File: config.mk
export PLATFORM = sky130hd
export DESIGN_NAME = lock_ctrl_fsm
export DESIGN_NICKNAME = d
export VERILOG_FILES = /design/src/rtl/lock_ctrl_fsm.sv
export SDC_FILE = /design/constraint.sdc
export NUM_CORES = 1
export LEC_CHECK = 0
export ABC_AREA = 1
export CORE_UTILIZATION = 48
export DETAILED_ROUTE_END_ITERATION = 10
export MAX_ROUTING_LAYER = met4
export PLACE_DENSITY = 0.68
export SETUP_SLACK_MARGIN = 0.1
export SLEW_MARGIN = 15
export SYNTH_ARGS = -nofsm -noshare
export SYNTH_HDL_FRONTEND = slang
export SYNTH_SLANG_ARGS = --single-unit
File: constraint.sdc
create_clock -name i_clk -period 6.1 [get_ports i_clk]
set_clock_uncertainty 0.05 [all_clocks]
set_input_delay 0.915 -clock i_clk [delete_from_list [all_inputs] [get_ports i_clk]]
set_output_delay 0.915 -clock i_clk [all_outputs]
set_load 0.1 [all_outputs]
File: src/rtl/lock_ctrl_fsm.sv
// lock_ctrl_fsm -- password-lock sequencing controller.
//
// Collects a 4-digit BCD code from conditioned single-cycle events and
// compares it against an internal key. It counts failed attempts, times the
// unlock/error/alarm intervals, and lets an unlocked user reprogram the key.
//
// Ports:
//   i_clk, i_rst_n        clock, asynchronous active-low reset
//   i_digit_vld, i_digit  digit event and its value (0..9 accepted)
//   i_ok_p, i_bksp_p      confirm / backspace pulses
//   i_admin_p             admin pulse (enter/abort key programming)
//   o_state               state encoding (WAIT=0 INPUT=1 UNLOCK=2 ERROR=3
//                         ALARM=4 SETKEY=5)
//   o_code, o_code_cnt    digits entered so far (newest in [3:0]) and count
//   o_err_cnt             consecutive failed attempts (saturates at 3)
//   o_unlock, o_alarm     state decodes
//
// Build option: define LOCK_ALARM_LATCH_EN to make ALARM hold until reset.
module lock_ctrl_fsm #(
  parameter int unsigned TICK_DIV    = 100000,
  parameter int unsigned UNLOCK_MS   = 5000,
  parameter int unsigned ERR_MS      = 1000,
  parameter int unsigned ALARM_MS    = 10000,
  parameter int unsigned MAX_ERR     = 3,
  parameter logic [15:0] DEFAULT_KEY = 16'h1234
) (
  input  logic        i_clk,
  input  logic        i_rst_n,
  input  logic        i_digit_vld,
  input  logic [3:0]  i_digit,
  input  logic        i_ok_p,
  input  logic        i_bksp_p,
  input  logic        i_admin_p,
  output logic [2:0]  o_state,
  output logic [15:0] o_code,
  output logic [2:0]  o_code_cnt,
  output logic [1:0]  o_err_cnt,
  output logic        o_unlock,
  output logic        o_alarm
);

  localparam int unsigned MAX_A  = (UNLOCK_MS > ERR_MS) ? UNLOCK_MS : ERR_MS;
  localparam int unsigned MAX_MS = (MAX_A > ALARM_MS) ? MAX_A : ALARM_MS;
  localparam int unsigned PS_W   = $clog2(TICK_DIV);
  localparam int unsigned MS_W   = (MAX_MS < 2) ? 1 : $clog2(MAX_MS);

  localparam logic [PS_W-1:0] PS_LAST  = PS_W'(TICK_DIV - 1);
  localparam logic [MS_W-1:0] UNL_LAST = MS_W'(UNLOCK_MS - 1);
  localparam logic [MS_W-1:0] ERR_LAST = MS_W'(ERR_MS - 1);
`ifndef LOCK_ALARM_LATCH_EN
  localparam logic [MS_W-1:0] ALM_LAST = MS_W'(ALARM_MS - 1);
`endif

  typedef enum logic [2:0] {
    S_WAIT   = 3'b000,
    S_INPUT  = 3'b001,
    S_UNLOCK = 3'b010,
    S_ERROR  = 3'b011,
    S_ALARM  = 3'b100,
    S_SETKEY = 3'b101
  } state_t;

  state_t          r_state, w_next;
  logic [15:0]     r_code, w_code;
  logic [2:0]      r_cnt, w_cnt;
  logic [1:0]      r_err, w_err;
  logic [15:0]     r_key, w_key;
  logic [PS_W-1:0] r_presc;
  logic [MS_W-1:0] r_ms;

  logic            w_ev_ok, w_ev_bksp, w_ev_dig, w_dig_acc;
  logic            w_tick, w_timeout;
  logic [MS_W-1:0] w_ms_last;
  logic [1:0]      w_err_inc;

  // Only the highest-priority event of a cycle survives.
  assign w_ev_ok   = i_ok_p & ~i_admin_p;
  assign w_ev_bksp = i_bksp_p & ~i_ok_p & ~i_admin_p;
  assign w_ev_dig  = i_digit_vld & ~i_bksp_p & ~i_ok_p & ~i_admin_p;
  assign w_dig_acc = w_ev_dig && (i_digit <= 4'd9) && (r_cnt < 3'd4);
  assign w_err_inc = (r_err == 2'd3) ? 2'd3 : r_err + 2'd1;

  always_comb begin
    w_ms_last = ERR_LAST;
    if (r_state == S_UNLOCK) w_ms_last = UNL_LAST;
`ifndef LOCK_ALARM_LATCH_EN
    if (r_state == S_ALARM)  w_ms_last = ALM_LAST;
`endif
  end

  assign w_tick    = (r_presc == PS_LAST);
  assign w_timeout = w_tick && (r_ms == w_ms_last);

  // State register, data registers and interval timer.
  always_ff @(posedge i_clk or negedge i_rst_n) begin
    if (!i_rst_n) begin
      r_state <= S_WAIT;
      r_code  <= '0;
      r_cnt   <= '0;
      r_err   <= '0;
      r_key   <= DEFAULT_KEY;
      r_presc <= '0;
      r_ms    <= '0;
    end else begin
      r_state <= w_next;
      r_code  <= w_code;
      r_cnt   <= w_cnt;
      r_err   <= w_err;
      r_key   <= w_key;
      // Any state change restarts the timer, which covers every timed entry.
      if (w_next != r_state) begin
        r_presc <= '0;
        r_ms    <= '0;
      end else if (r_state == S_UNLOCK || r_state == S_ERROR || r_state == S_ALARM) begin
        if (w_tick) begin
          r_presc <= '0;
          r_ms    <= r_ms + 1'b1;
        end else begin
          r_presc <= r_presc + 1'b1;
        end
      end
    end
  end

  // Next-state and next-data logic.
  always_comb begin
    w_next = r_state;
    w_code = r_code;
    w_cnt  = r_cnt;
    w_err  = r_err;
    w_key  = r_key;
    case (r_state)
      S_WAIT: begin
        if (w_dig_acc) begin
          w_code = {r_code[11:0], i_digit};
          w_cnt  = r_cnt + 3'd1;
          w_next = S_INPUT;
        end
      end
      S_INPUT: begin
        if (w_ev_ok) begin
          if (r_cnt == 3'd4) begin
            if (r_code == r_key) begin
              w_next = S_UNLOCK;
              w_err  = '0;
            end else begin
              w_err  = w_err_inc;
              w_next = ({30'd0, w_err_inc} >= MAX_ERR) ? S_ALARM : S_ERROR;
            end
          end
        end else if (w_ev_bksp) begin
          if (r_cnt != 3'd0) begin
            w_code = {4'h0, r_code[15:4]};
            w_cnt  = r_cnt - 3'd1;
            if (r_cnt == 3'd1) w_next = S_WAIT;
          end
        end else if (w_dig_acc) begin
          w_code = {r_code[11:0], i_digit};
          w_cnt  = r_cnt + 3'd1;
        end
      end
      S_UNLOCK: begin
        // Relock and admin take precedence over a coincident timeout.
        if (i_admin_p)      w_next = S_SETKEY;
        else if (w_ev_ok)   w_next = S_WAIT;
        else if (w_timeout) w_next = S_WAIT;
      end
      S_SETKEY: begin
        if (i_admin_p) begin
          w_next = S_WAIT;
        end else if (w_ev_ok) begin
          if (r_cnt == 3'd4) begin
            w_key  = r_code;
            w_next = S_WAIT;
          end
        end else if (w_ev_bksp) begin
          if (r_cnt != 3'd0) begin
            w_code = {4'h0, r_code[15:4]};
            w_cnt  = r_cnt - 3'd1;
          end
        end else if (w_dig_acc) begin
          w_code = {r_code[11:0], i_digit};
          w_cnt  = r_cnt + 3'd1;
        end
      end
      S_ERROR: begin
        if (w_timeout) w_next = S_WAIT;
      end
      S_ALARM: begin
`ifndef LOCK_ALARM_LATCH_EN
        if (w_timeout) begin
          w_next = S_WAIT;
          w_err  = '0;
        end
`endif
      end
      default: w_next = S_WAIT;
    endcase
    // Entering any state other than INPUT starts with an empty code.
    if (w_next != r_state && w_next != S_INPUT) begin
      w_code = '0;
      w_cnt  = '0;
    end
  end

  // Output decode.
  always_comb begin
    o_state    = r_state;
    o_code     = r_code;
    o_code_cnt = r_cnt;
    o_err_cnt  = r_err;
    o_unlock   = (r_state == S_UNLOCK);
    o_alarm    = (r_state == S_ALARM);
  end

endmodule
* Yosys cells after proc, flatten, opt, wreduce, memory -nomap -nowiden
Cells that the tools add are included.
** Storage, ports and cells
- Input port bits :: 10
- Register bits after elaboration :: 71
- Word-level logic and storage cells :: 101
- Output and inout bits :: 26
** Cells by class
- Magnitude comparators :: 3
- Multiplexer cells :: 43
- Bitwise logic cells :: 9
- Eq/ne operators :: 17
- $add $sub $neg :: 5
- Reductions and logical operators :: 17
** Operator list (number)
- two-way mux 16 bit :: 6
- two-way mux 3 bit :: 20
- two-way mux 14 bit :: 4
- two-way mux 17 bit :: 3
- case mux 16 bit (3 select lines) :: 1
- adder 17 x 1 -> 17 bit (second input constant) :: 1
- equality test 17 bit (second input constant) :: 1
- equality test 16 bit :: 1
- case mux 3 bit (5 select lines) :: 1
- adder 14 x 1 -> 14 bit (second input constant) :: 1
- equality test 14 bit :: 1
- two-way mux 13 bit :: 1
- two-way mux 2 bit :: 5
- equality test 3 bit (second input constant) :: 3
- case mux 3 bit (3 select lines) :: 1
- AND reduction 4 bit :: 2
- bitwise AND 1 bit :: 6
- equality test 3 x 1 -> 1 bit (second input constant) :: 2
- equality test 3 x 2 -> 1 bit (second input constant) :: 2
- nonzero test 2 bit :: 3
- <= comparator 4 bit (second input constant) :: 1
- logical AND 1 bit :: 4
- != test 2 bit (second input constant) :: 2
- case mux 2 bit (2 select lines) :: 1
- other kinds (17) :: 21

* Logic depth before layout (Yosys ltp)
Gate-level depths: netlist of the first run.
- Depth after elaboration :: 13
- Mapped depth :: 18
- Mapped depth without buffers :: 17

* Worst setup path after synthesis of the first run
No wires, ideal clock.
- Path kind :: reg2reg
- From :: register r_state[1], in the netlist o_state[1]
- To :: register r_code[6], in the netlist o_code[6]
- Stages on the path, launching flop included :: 17
- Period minus slack after synthesis :: 2.990 ns
- Buffers on the path :: 1
- Required time :: 5.924 ns
- Arrival :: 2.815 ns
- Library setup time :: 0.126 ns
- Path slack :: 3.110 ns
- Cell sequence :: dfrtp_1 -> nor2_1 -> nand2_2 -> inv_2 -> nand2_1 -> nand3_1 -> nor2_2 -> nand2_2 -> nand2_1 -> nand4_1 -> inv_2 -> nand2_1 -> nand3_4 -> nand2_1 -> inv_2 -> buf_6 -> nor2_1
** Between the ends
- Elaborated cells between the ends (all ways) :: 32
- Those cells by class :: 9 x eq/ne; 17 x mux; 6 x reduce/logical
** RTL lines
- start, declared :: RTL line 63 : state_t r_state, w_next;
- start signal, assigned :: RTL line 105 : r_state <= w_next;
- equality test 3 bit *
- via o_alarm :: RTL line 39 : output logic o_alarm
- two-way mux 14 bit :: RTL line 87 : if (r_state == S_ALARM) w_ms_last = ALM_LAST;
- equality test 14 bit :: RTL line 92 : assign w_timeout = w_tick && (r_ms == w_ms_last);
- logical AND 1 bit :: RTL line 92
- two-way mux 3 bit :: RTL line 166, 187, 191
- two-way mux 3 bit :: RTL line 165 : else if (w_ev_ok) w_next = S_WAIT;
- two-way mux 3 bit :: RTL line 164 : if (i_admin_p) w_next = S_SETKEY;
- case mux 3 bit (5 select lines) * :: RTL line 132 : case (r_state)
- via w_next[2] :: RTL line 63
- != test 3 bit / != test 3 x 1 -> 1 bit (equally long branches) :: RTL line 200 : if (w_next != r_state && w_next != S_INPUT) begin
- logical AND 1 bit * :: RTL line 200
- != test 3 bit (no source line) / nonzero test 4 bit (equally long branches)
- AND reduction 2 bit (no source line)
- end signal, assigned :: RTL line 106 : r_code <= w_code;
- end, declared :: RTL line 64 : logic [15:0] r_code, w_code;
Mark *: on every way through the listed nets, which the timed path passes. The rest lies on a longest branch.
A chain may end at the register's enable or synchronous reset.

* Worst setup path after layout of the first run
- From :: register r_state[1], in the netlist o_state[1]
- To :: output port o_alarm
** Between the ends
- Longest elaborated chain between the ends :: 1
** Ends and longest elaborated chain
- equality test 3 bit :: RTL line 213 : o_alarm = (r_state == S_ALARM);
- end, declared :: RTL line 39
Every way passes these cells.

==> results of run 1 <==
-- per-layer routing --
| metal | track usage, % | wire (um) | share of wire [%] |
|---|---|---|---|
| met2 | 35.9 | 4600 | 45 |
| met5 | - | 0 | 0 |
| met3 | 3.83 | 384 | 3.8 |
| met1 | 31.3 | 5130 | 50 |
| met4 | 8.04 | 122 | 1.2 |
-- kinds of logic (layout without fill, tap and decap cells) --
group | after synthesis | count (layout) | share of synthesized area (%)
AO/OA/AOI/OAI | 46 | 46 | 6.51
buffers and inverters | 103 | 143 | 9.28
adder cells (fa/ha/maj) | 7 | 7 | 1.96
XOR/XNOR | 29 | 29 | 5.67
AND/OR/NAND/NOR | 384 | 384 | 36.5
flip-flops | 71 | 71 | 39.8
multiplexers | 1 | 1 | 0.252
-- registers in the layout, indices dropped and copies added, names as in the netlist --
register    cells
o_code         16
o_code_cnt      3
o_err_cnt       2
o_state         3
r_key          16
r_ms           14
r_presc        17
-- power by group through the flow --
stage	logic, mW	registers, mW	clock network [mW]
2_1_floorplan	0.407	0.839	0
3_3_place_gp	0.819	0.595	0
3_5_place_dp	0.830	0.596	0
4_1_cts	0.833	0.588	0.351
5_1_grt	0.901	0.596	0.369
6_report	0.831	0.590	0.342
-- critical path: cells and delay by family, from the launching register on --
kind | cells | cell delay [ns]
buffers and inverters | 2 | 1.25
and+or+nand+nor | 2 | 0.28
DFF | 1 | 0.49
-- cell type report --
cell class | instances | area (um^2) | share of cell area, %
clock inverters | 3 | 21.3 | 0.420
clock buffers | 13 | 149 | 2.94
inverters | 90 | 338 | 6.67
well taps | 108 | 135 | 2.67
multi-input cells | 467 | 2280 | 45.0
repair buffers | 37 | 364 | 7.18
flip-flops and latches | 71 | 1780 | 35.2
-- per-stage QoR --
step                utilization, %  setup slack [ns]  cell area [um^2]  hold WS [ns]  std cells
floorplan                        -              3.11              4480         0.414        641
finish                        57.0              2.77              5070         0.454        789
global route                  57.0              2.65              5070         0.477        789
global placement              55.0              2.67              4890         0.435        772
detailed placement            55.0              2.61              4890         0.439        772
CTS                           56.9              2.78              5060         0.456        788
-- worst min-delay path by stage --
stage               depth (start not counted)  slack [ns]  startpoint       end
floorplan                                   2        0.41     r_ms[4]   r_ms[4]
global placement                            2        0.43    r_key[9]  r_key[9]
detailed placement                          2        0.44     r_ms[4]   r_ms[4]
CTS                                         2        0.46    r_key[5]  r_key[5]
global route                                2        0.48    r_key[4]  r_key[4]
finish                                      2        0.45    r_key[4]  r_key[4]
-- placed cells by master, fill, tap and decap left out, types with 3 or more instances in the layout --
cell,count
nor2_2,3
o221ai_1,12
xnor2_1,5
inv_1,83
inv_2,7
o21ai_0,22
nor2_1,82
clkdlybuf4s50_1,34
nand2_1,214
xor2_1,24
nand2_2,4
ha_1,7
dfstp_2,5
nand4_1,14
clkbuf_8,10
dfrtp_1,66
clkbuf_1,3
nor2_4,3
nand3_1,45
a21oi_1,5
nor3_1,8
==> results.md, run 1 <==
| Quantity | This run | Unit |
|:---|:---|:---|
| Number of maximum-capacitance violations | 0 | - |
| Total grt overflow | 0 | - |
| Die Outline Area | 9720 | um^2 |
| Later-pin clock latency in the skew report | 0.35 | ns |
| Reg-to-reg endpoint | o_code[11] | - |
| Number of I/O port buffers | 35 | - |
| Final Hold Vio Count | 0 | - |
| Areal power density over the cells | 348 | nW/um^2 |
| Final Total Pwr | 1.76 | mW |
| Routed wire length | 10200 | um |
| Yosys top cell area share | 36.9 | % |
| Max-slew headroom at the worst pin | 25.9 | % |
| Number of flip-flops and latches in the synthesized netlist | 71 | - |
| Kind of critical path | flip-flop to output pin | - |
| First-pass GRT wire length | 17600 | um |
| Count of pins on the block boundary | 36 | - |
| Number of max-slew violations in the final report | 0 | - |
| Final setup violation count | 0 | - |
| Cell internal pwr | 0.879 | mW |
| CP arrival | 2.36 | ns |
| Leakage power of the design | 2.54 | nW |
| Number of design rule violations left after detail routing | 0 | - |
| Sequential fraction of the synthesis area | 39.8 | % |
| Net switching power | 0.884 | mW |
| Total Nets Final | 693 | - |
| CTS Buf Count | 9 | - |
| Placeable Area | 8890 | um^2 |
| Largest net degree at the start of global routing | 72 | - |
| List of cells traversed by the critical path | nor2_1, nand2_2, inv_2, clkdlybuf4s50_1 | - |
| Number of buffers on the longest clock path | 2 | - |
| Die X | 98.6 | um |
| Least-Margin Pin Slew | 1.11 | ns |
| Setup total negative slack | 0 | ns |
| Filler cell count | 830 | - |
| Part of the cycle the worst path needs | 54.6 | % |
| Total number of placement rows | 34 | - |
| Ant. Diodes | 0 | - |
| Share of power burned in combinational logic | 47.2 | % |
| Worst Setup End Kind | output pin | - |
| Routability congestion estimate from global placement | 0.961 | - |
| Worst path required time | 5.13 | ns |
| Worst path max stage delay | 1.14 | ns |
| Sequential cell fraction of total power | 33.4 | % |
| Mean instance size in the synthesized netlist | 6.98 | um^2 |
| Layout cells sized above 1 | 6.90 | % |
| Critical Path Sink | o_alarm | - |
| Share of total power in the clock network | 19.4 | % |
| Slowest-stage cell, CP | clkdlybuf4s50_1 | - |
| Cells after synthesis | 641 | - |
| Routed length per placed instance | 13.0 | um |
| Timing startpoint of the critical path | o_state[1] | - |
| Outcome | finished, final reports clean | - |
| CTS tree | built | - |
| CP max FO | 8 | - |
| Count of H-tree levels built during CTS | 3 | - |
| Most common cell in the synthesized netlist | nand2_1 | - |
| Detail Placement HPWL | 7130 | um |
| Ys Warns | 0 | - |
| Post-synth EDFFs | 0 | - |
| Top post-synthesis cells by area | dfrtp_1 37%, nand2_1 18%, inv_1 7.0% | - |
| Commonest cells post-synth | 214 x nand2_1, 83 x inv_1, 82 x nor2_1 | - |
| Post-synthesis async set-or-reset flop share | 100 | % |
| Clk sinks | 71 | - |
| Root Buffer | clkbuf_8 | - |
| Height of the chip | 98.6 | um |
| Post-synthesis cell type with the largest combined area | dfrtp_1 | - |
| Post-Syn Nets | 658 | - |
| Maximum ir drop on the vdd rail | 0.195 | mV |
| Antenna violations before repair | 0 | - |
| Distinct cell type count of the synthesized netlist | 37 | - |
| Post-cts hold buffer count | 0 | - |
| Detail Route Antenna Nets | 0 | - |
| Via count of the first global-routing pass | 3808 | - |
| Clock period minus worst slack | 3.33 | ns |
| Area added between synthesis and finish | 13.2 | % |
| Reg2reg setup slack | 3.37 | ns |
| Post-Synthesis Cell Area | 4480 | um^2 |
| First DRT Iteration DRCs | 198 | - |
| Type of the most critical hold path | flip-flop to flip-flop | - |
| CTS clock-pin slew for the worst setup and hold paths | 0.08 | ns |
| Via count | 4019 | - |
| Kind of launch point of the worst setup path | flip-flop | - |
| DRT Pass-1 Iters | 5 | - |
| Initial Util | 50.4 | % |
| Count of cells resized by post-cts repair | 0 | - |
| Vias per inst | 5.09 | - |
| RSZ-0062 raised after global routing | false | - |
| Worst reg2reg path depth | 12 | - |
| Number of post-CTS setup repair buffers | 0 | - |
| Switching share of power | 50.2 | % |
| Reg2reg start | o_state[0] | - |
| Top FF cell, synth | dfrtp_1 | - |
| Achievable clock frequency | 300 | MHz |
| Overall global routing resource usage | 23.3 | % |
Note: power is estimated with default switching activity, not from simulation.
==> inputs of run 2 (changes only) <==
==> constraint.sdc (replaced) <==
create_clock -name i_clk -period 3.28 [get_ports i_clk]
set_clock_uncertainty 0.05 [all_clocks]
set_input_delay 0.492 -clock i_clk [delete_from_list [all_inputs] [get_ports i_clk]]
set_output_delay 0.492 -clock i_clk [all_outputs]
set_load 0.1 [all_outputs]
==> results.md, run 2 (synthesis results as in run 1) <==
| Quantity | This run | Unit |
|:---|:---|:---|
| Number of buffers on the longest clock path | 2 | - |
| Least-Margin Pin Slew | 0.940 | ns |
| CP max FO | 17 | - |
| Part of the cycle the worst path needs | 82.2 | % |
| Dpl cells | 776 | - |
| Worst Setup End Kind | flip-flop | - |
| Total Nets Final | 696 | - |
| Routed length per placed instance | 12.9 | um |
| Outcome | finished, final reports clean | - |
| Net switching power | 1.68 | mW |
| Count of cells resized by post-cts repair | 0 | - |
| DRT Pass-1 Iters | 4 | - |
| Leading cell type in the layout, fill and taps excluded | nand2_1 | - |
| Routed wire length on met2 | 4590 | um |
| CP arrival | 2.93 | ns |
| Routability congestion estimate from global placement | 0.916 | - |
| Flip-flop count of the largest register, all copies and words added | 17 | - |
| Number of post-CTS setup repair buffers | 0 | - |
| Achievable clock frequency | 371 | MHz |
| Post-cts hold buffer count | 0 | - |
| List of cells traversed by the critical path | inv_1, ha_1, ha_1, inv_1, nor2_1, inv_1, nand2_1, nand2_1, a21oi_2, nand4_1, nand2_2, nand3_4, nor2_4, nand2_1, nand2_1 | - |
| Sequential cell fraction of total power | 32.8 | % |
| Height of the chip | 98.6 | um |
| Areal power density over the cells | 663 | nW/um^2 |
| Cell internal pwr | 1.67 | mW |
| Later-pin clock latency in the skew report | 0.35 | ns |
| Leakage power of the design | 2.62 | nW |
| Clk sinks | 71 | - |
| Largest net degree at the start of global routing | 72 | - |
| Max-slew headroom at the worst pin | 37.4 | % |
| Share of power burned in combinational logic | 45.3 | % |
| Count of pins on the block boundary | 36 | - |
| Final setup violation count | 0 | - |
| Switching share of power | 50.1 | % |
| Overall global routing resource usage | 23.3 | % |
| Share of total power in the clock network | 22.0 | % |
| CTS clock-pin slew for the worst setup and hold paths | 0.09 | ns |
| Ant. Diodes | 0 | - |
| Count of H-tree levels built during CTS | 3 | - |
| Clock period minus worst slack | 2.70 | ns |
| Area added between synthesis and finish | 12.9 | % |
| Via count of the first global-routing pass | 3852 | - |
| Type of the most critical hold path | input pin to async pin | - |
| RSZ-0062 raised after global routing | false | - |
| CTS Buf Count | 9 | - |
| Kind of critical path | flip-flop to flip-flop | - |
| Maximum ir drop on the vdd rail | 0.485 | mV |
| Wire length on met3 | 378 | um |
| CTS tree | built | - |
| Number of design rule violations left after detail routing | 0 | - |
| Layout cells sized above 1 | 11.5 | % |
| Util after Layout | 56.9 | % |
| Vias per inst | 5.22 | - |
| Slowest-stage cell, CP | dfrtp_1 | - |
| Die Outline Area | 9720 | um^2 |
| Worst path required time | 3.52 | ns |
| Setup total negative slack | 0 | ns |
| Initial Util | 50.4 | % |
| Final non-filler cell total | 792 | - |
| Leading cell types in the layout, fill and taps excluded | 214 x nand2_1, 83 x inv_1, 82 x nor2_1 | - |
| Register with the most flip-flops | r_presc | - |
| Routed wire length | 10200 | um |
| Timing startpoint of the critical path | o_code_cnt[0] | - |
| Worst path max stage delay | 0.44 | ns |
| Via count | 4136 | - |
| Detail Route Antenna Nets | 0 | - |
| Final Hold Vio Count | 0 | - |
| Antenna violations before repair | 0 | - |
| Number of I/O port buffers | 35 | - |
| Reg2reg start | o_code_cnt[0] | - |
| Total number of placement rows | 34 | - |
| Placeable Area | 8890 | um^2 |
| Die X | 98.6 | um |
| Number of maximum-capacitance violations | 0 | - |
| Root Buffer | clkbuf_8 | - |
| Detail Placement HPWL | 7260 | um |
| Reg2reg setup slack | 0.58 | ns |
| First-pass GRT wire length | 17800 | um |
| First DRT Iteration DRCs | 221 | - |
| Uppermost layer routed | met4 | - |
| Critical Path Most Common Cell | nand2_1 | - |
| Kind of launch point of the worst setup path | flip-flop | - |
| Total grt overflow | 0 | - |
| Number of max-slew violations in the final report | 0 | - |
| Sum of routed wire segments on met1 | 5140 | um |
| Filler cell count | 847 | - |
==> run 2: final cells by class <==
class	instances	area (um^2)	area share (%)
multi-input cells	467	2280	45.1
flip-flops and latches	71	1780	35.3
inverters	90	338	6.68
repair buffers	40	318	6.29
well taps	108	135	2.67
clock buffers	9	124	2.45
clock inverters	7	78.8	1.56
==> run 2: per-layer routing <==
metal | track usage, % | vias up
met5 | - | -
met4 | 5.28 | 0
met3 | 4.33 | 8
met2 | 35.8 | 79
met1 | 32.1 | 1967
li1 | - | 2082
==> run 2: path summary, 6_finish.rpt <==
| kind | end | depth (start not counted) |
|---|---|---|
| max in group asynchronous | o_state[0] | 2 |
| worst max-delay path | r_presc[10] | 15 |
| min in group i_clk | r_key[5] | 2 |
| worst max register to register | r_presc[10] | 15 |
| worst min-delay path | r_key[1] | 2 |
| worst min register to register | r_key[5] | 2 |
==> run 2: power groups by stage <==
stage,clock [mW],combinational [mW],sequential (mW)
final,0.736,1.52,1.10
after CTS,0.747,1.52,1.09
after floorplan,0,0.756,1.56
after global placement,0,1.50,1.11
after global routing,0.788,1.65,1.11
after detailed placement,0,1.52,1.11
==> run 2: through the flow <==
step           cell area (um^2)  hold slack, ns  worst slack [ns]  total power, mW
3_5_place_dp               4850           0.444             0.274             2.63
3_3_place_gp               4850           0.435             0.422             2.61
5_1_grt                    5050           0.396             0.261             3.55
6_report                   5050           0.291             0.583             3.35
4_1_cts                    5050           0.336             0.609             3.37
2_1_floorplan              4480           0.146             0.290             2.32
==> run 2: critical path, delay by kind of cell (launching register included) <==
kind,cells,cell delay [ns]
flip-flops,1,0.44
AO/OA/AOI/OAI,1,0.12
adder cells (fa/ha/maj),2,0.42
AND/OR/NAND/NOR,9,1.34
buffers and inverters,3,0.27
==> inputs of run 3 (changes only) <==
--- a/config.mk
+++ b/config.mk
@@ -9,7 +9,7 @@
 export CORE_UTILIZATION = 48
 export DETAILED_ROUTE_END_ITERATION = 10
 export MAX_ROUTING_LAYER = met4
-export PLACE_DENSITY = 0.68
+export PLACE_DENSITY = 0.7
 export SETUP_SLACK_MARGIN = 0.1
 export SLEW_MARGIN = 15
 export SYNTH_ARGS = -nofsm -noshare
==> constraint.sdc (replaced) <==
create_clock -name i_clk -period 2.25 [get_ports i_clk]
set_clock_uncertainty 0.05 [all_clocks]
set_input_delay 0.3375 -clock i_clk [delete_from_list [all_inputs] [get_ports i_clk]]
set_output_delay 0.3375 -clock i_clk [all_outputs]
set_load 0.1 [all_outputs]
==> results.md, run 3 (synthesis results as in run 1) <==
| Quantity | This run | Unit |
|:---|:---|:---|
| Outcome | finished, violations left | - |
| Failing checks | setup timing | - |
| Fin area | 6180 | um^2 |
| Post-placement cell area | 5560 | um^2 |
| Type of the most critical hold path | input pin to async pin | - |
| Antenna violations before repair | 0 | - |
| Flip-flop count of the largest register, all copies and words added | 17 | - |
| Detail Placement HPWL | 8230 | um |
| Dpl cells | 843 | - |
| Final setup violation count | 35 | - |
| Detail Route Antenna Nets | 0 | - |
| Critical Path Most Common Cell | nand2_1 | - |
| Final Hold Vio Count | 0 | - |
| First-pass GRT wire length | 19500 | um |
| List of cells traversed by the critical path | nor2_2, nand2_4, nand2_1, nand3_1, nor2_2, nand2_2, a21oi_2, nand4_1, nand2_2, nand3_4, nor2_4, clkbuf_16, nand2_1, nand2_1 | - |
| Number of buffers on the longest clock path | 2 | - |
| Least-Margin Pin Slew | 0.461 | ns |
| Clock period minus worst slack | 2.32 | ns |
| Worst Setup End Kind | flip-flop | - |
| Leading cell types in the layout, fill and taps excluded | 195 x nand2_1, 101 x buf_4, 78 x inv_1 | - |
| Via count of the first global-routing pass | 4262 | - |
| Ant. Diodes | 0 | - |
| Worst path max stage delay | 0.54 | ns |
| Slowest-stage cell, CP | dfrtp_4 | - |
| Height of the chip | 98.6 | um |
| Area taken by flip-flops and latches | 1830 | um^2 |
| Final Total Pwr | 6.07 | mW |
| Setup total negative slack | -1.41 | ns |
| Number of maximum-capacitance violations | 0 | - |
| CP arrival | 2.57 | ns |
| Layout cells sized above 1 | 31.7 | % |
| Later-pin clock latency in the skew report | 0.35 | ns |
| Reg2reg setup slack | -0.07 | ns |
| Via count | 4509 | - |
| Total number of placement rows | 34 | - |
| Initial Util | 50.4 | % |
| Util after Layout | 69.5 | % |
| Leading cell type in the layout, fill and taps excluded | nand2_1 | - |
| Routed length per placed instance | 13.6 | um |
| Kind of launch point of the worst setup path | flip-flop | - |
| Placeable Area | 8890 | um^2 |
| Area added between synthesis and finish | 38.1 | % |
| Worst reg2reg path depth | 14 | - |
| Vias per inst | 5.15 | - |
| Areal power density over the cells | 981 | nW/um^2 |
| CTS clock-pin slew for the worst setup and hold paths | 0.09 | ns |
| Part of the cycle the worst path needs | 103 | % |
| CTS Buf Count | 9 | - |
| Filler cell count | 716 | - |
| Overall global routing resource usage | 25.9 | % |
| Total Nets Final | 779 | - |
| CP max FO | 8 | - |
| Die X | 98.6 | um |
| Total grt overflow | 0 | - |
| Root Buffer | clkbuf_8 | - |
| Area occupied by multi-input gates | 2570 | um^2 |
| Routed wire length | 11900 | um |
| Number of design rule violations left after detail routing | 0 | - |
| Clk sinks | 71 | - |
| RSZ-0062 raised after global routing | true | - |
| Largest net degree at the start of global routing | 39 | - |
| Die Outline Area | 9720 | um^2 |
| Number of max-slew violations in the final report | 0 | - |
| Register with the most flip-flops | r_presc | - |
| Max-slew headroom at the worst pin | 69.0 | % |
| Leakage power of the design | 3.09 | nW |
| CTS tree | built | - |
| Number of I/O port buffers | 35 | - |
| Achievable clock frequency | 431 | MHz |
| First DRT Iteration DRCs | 176 | - |
| Minimum setup slack in the final design | -0.0723 | ns |
| Routability congestion estimate from global placement | 0.928 | - |
| Count of H-tree levels built during CTS | 3 | - |
| Kind of critical path | flip-flop to flip-flop | - |
| Worst path required time | 2.49 | ns |
| Final non-filler cell total | 875 | - |
| Reg2reg start | o_state[1] | - |
| Reg-to-reg endpoint | r_presc[1] | - |
| DRT Pass-1 Iters | 5 | - |
| Count of pins on the block boundary | 36 | - |
| Maximum ir drop on the vdd rail | 0.749 | mV |
[run 3: critical path: cells and delay by family, from the launching register on]
kind            cells  cell delay, ns
compound gates      1            0.16
buf+inv             1            0.18
flops               1            0.54
simple gates       12            1.33
[run 3: worst max-delay path by stage]
stage	from	cells after the start	end
floorplan	o_code_cnt[1]	16	r_presc[8]
finish	o_state[1]	14	r_presc[1]
CTS	r_key[2]	17	r_presc[14]
detailed placement	i_ok_p	16	o_code[4]
global route	o_state[0]	14	r_presc[3]
global placement	i_ok_p	16	o_code_cnt[0]
[run 3: layer usage]
metal / global-route usage [%] / part of all wire [%] / routed length (um)
met1: 34.2 / 47 / 5620
met2: 41.3 / 49 / 5810
met3: 3.76 / 2.8 / 336
met4: 8.15 / 1.3 / 149
met5: - / 0 / 0
[run 3: layout make-up]
class | count | share of cell area (%)
Clock buffer | 11 | 2.45
Clock inverter | 5 | 1.03
Inverter | 90 | 5.87
Multi-Input combinational cell | 467 | 41.5
Sequential cell | 71 | 29.6
Tap cell | 108 | 2.19
Timing Repair Buffer | 122 | 17.2
Timing Repair inverter | 1 | 0.182
[run 3: what timing repair did]
action	CTS	global route
setup buffers	6	7
hold buffers	1	0
hold endpoints to repair	13	0
cloned	1	1
pin swaps	5	10
setup endpoints to repair	49	50
resized for setup	18	60
[run 3: report_power, final]
group,leakage [nW],internal [mW],switching [mW]
Combinational,2.06,1.17,2.17
Sequential,0.923,1.44,0.152
Clock,0.107,0.583,0.549
[run 3: stage by stage]
step	worst slack (ns)	hold slack (ns)
3_3_place_gp	-0.171	0.254
5_1_grt	-0.200	0.435
3_5_place_dp	-0.272	0.260
6_report	-0.0723	0.410
2_1_floorplan	-0.0765	-0.00809
4_1_cts	0.0187	0.412
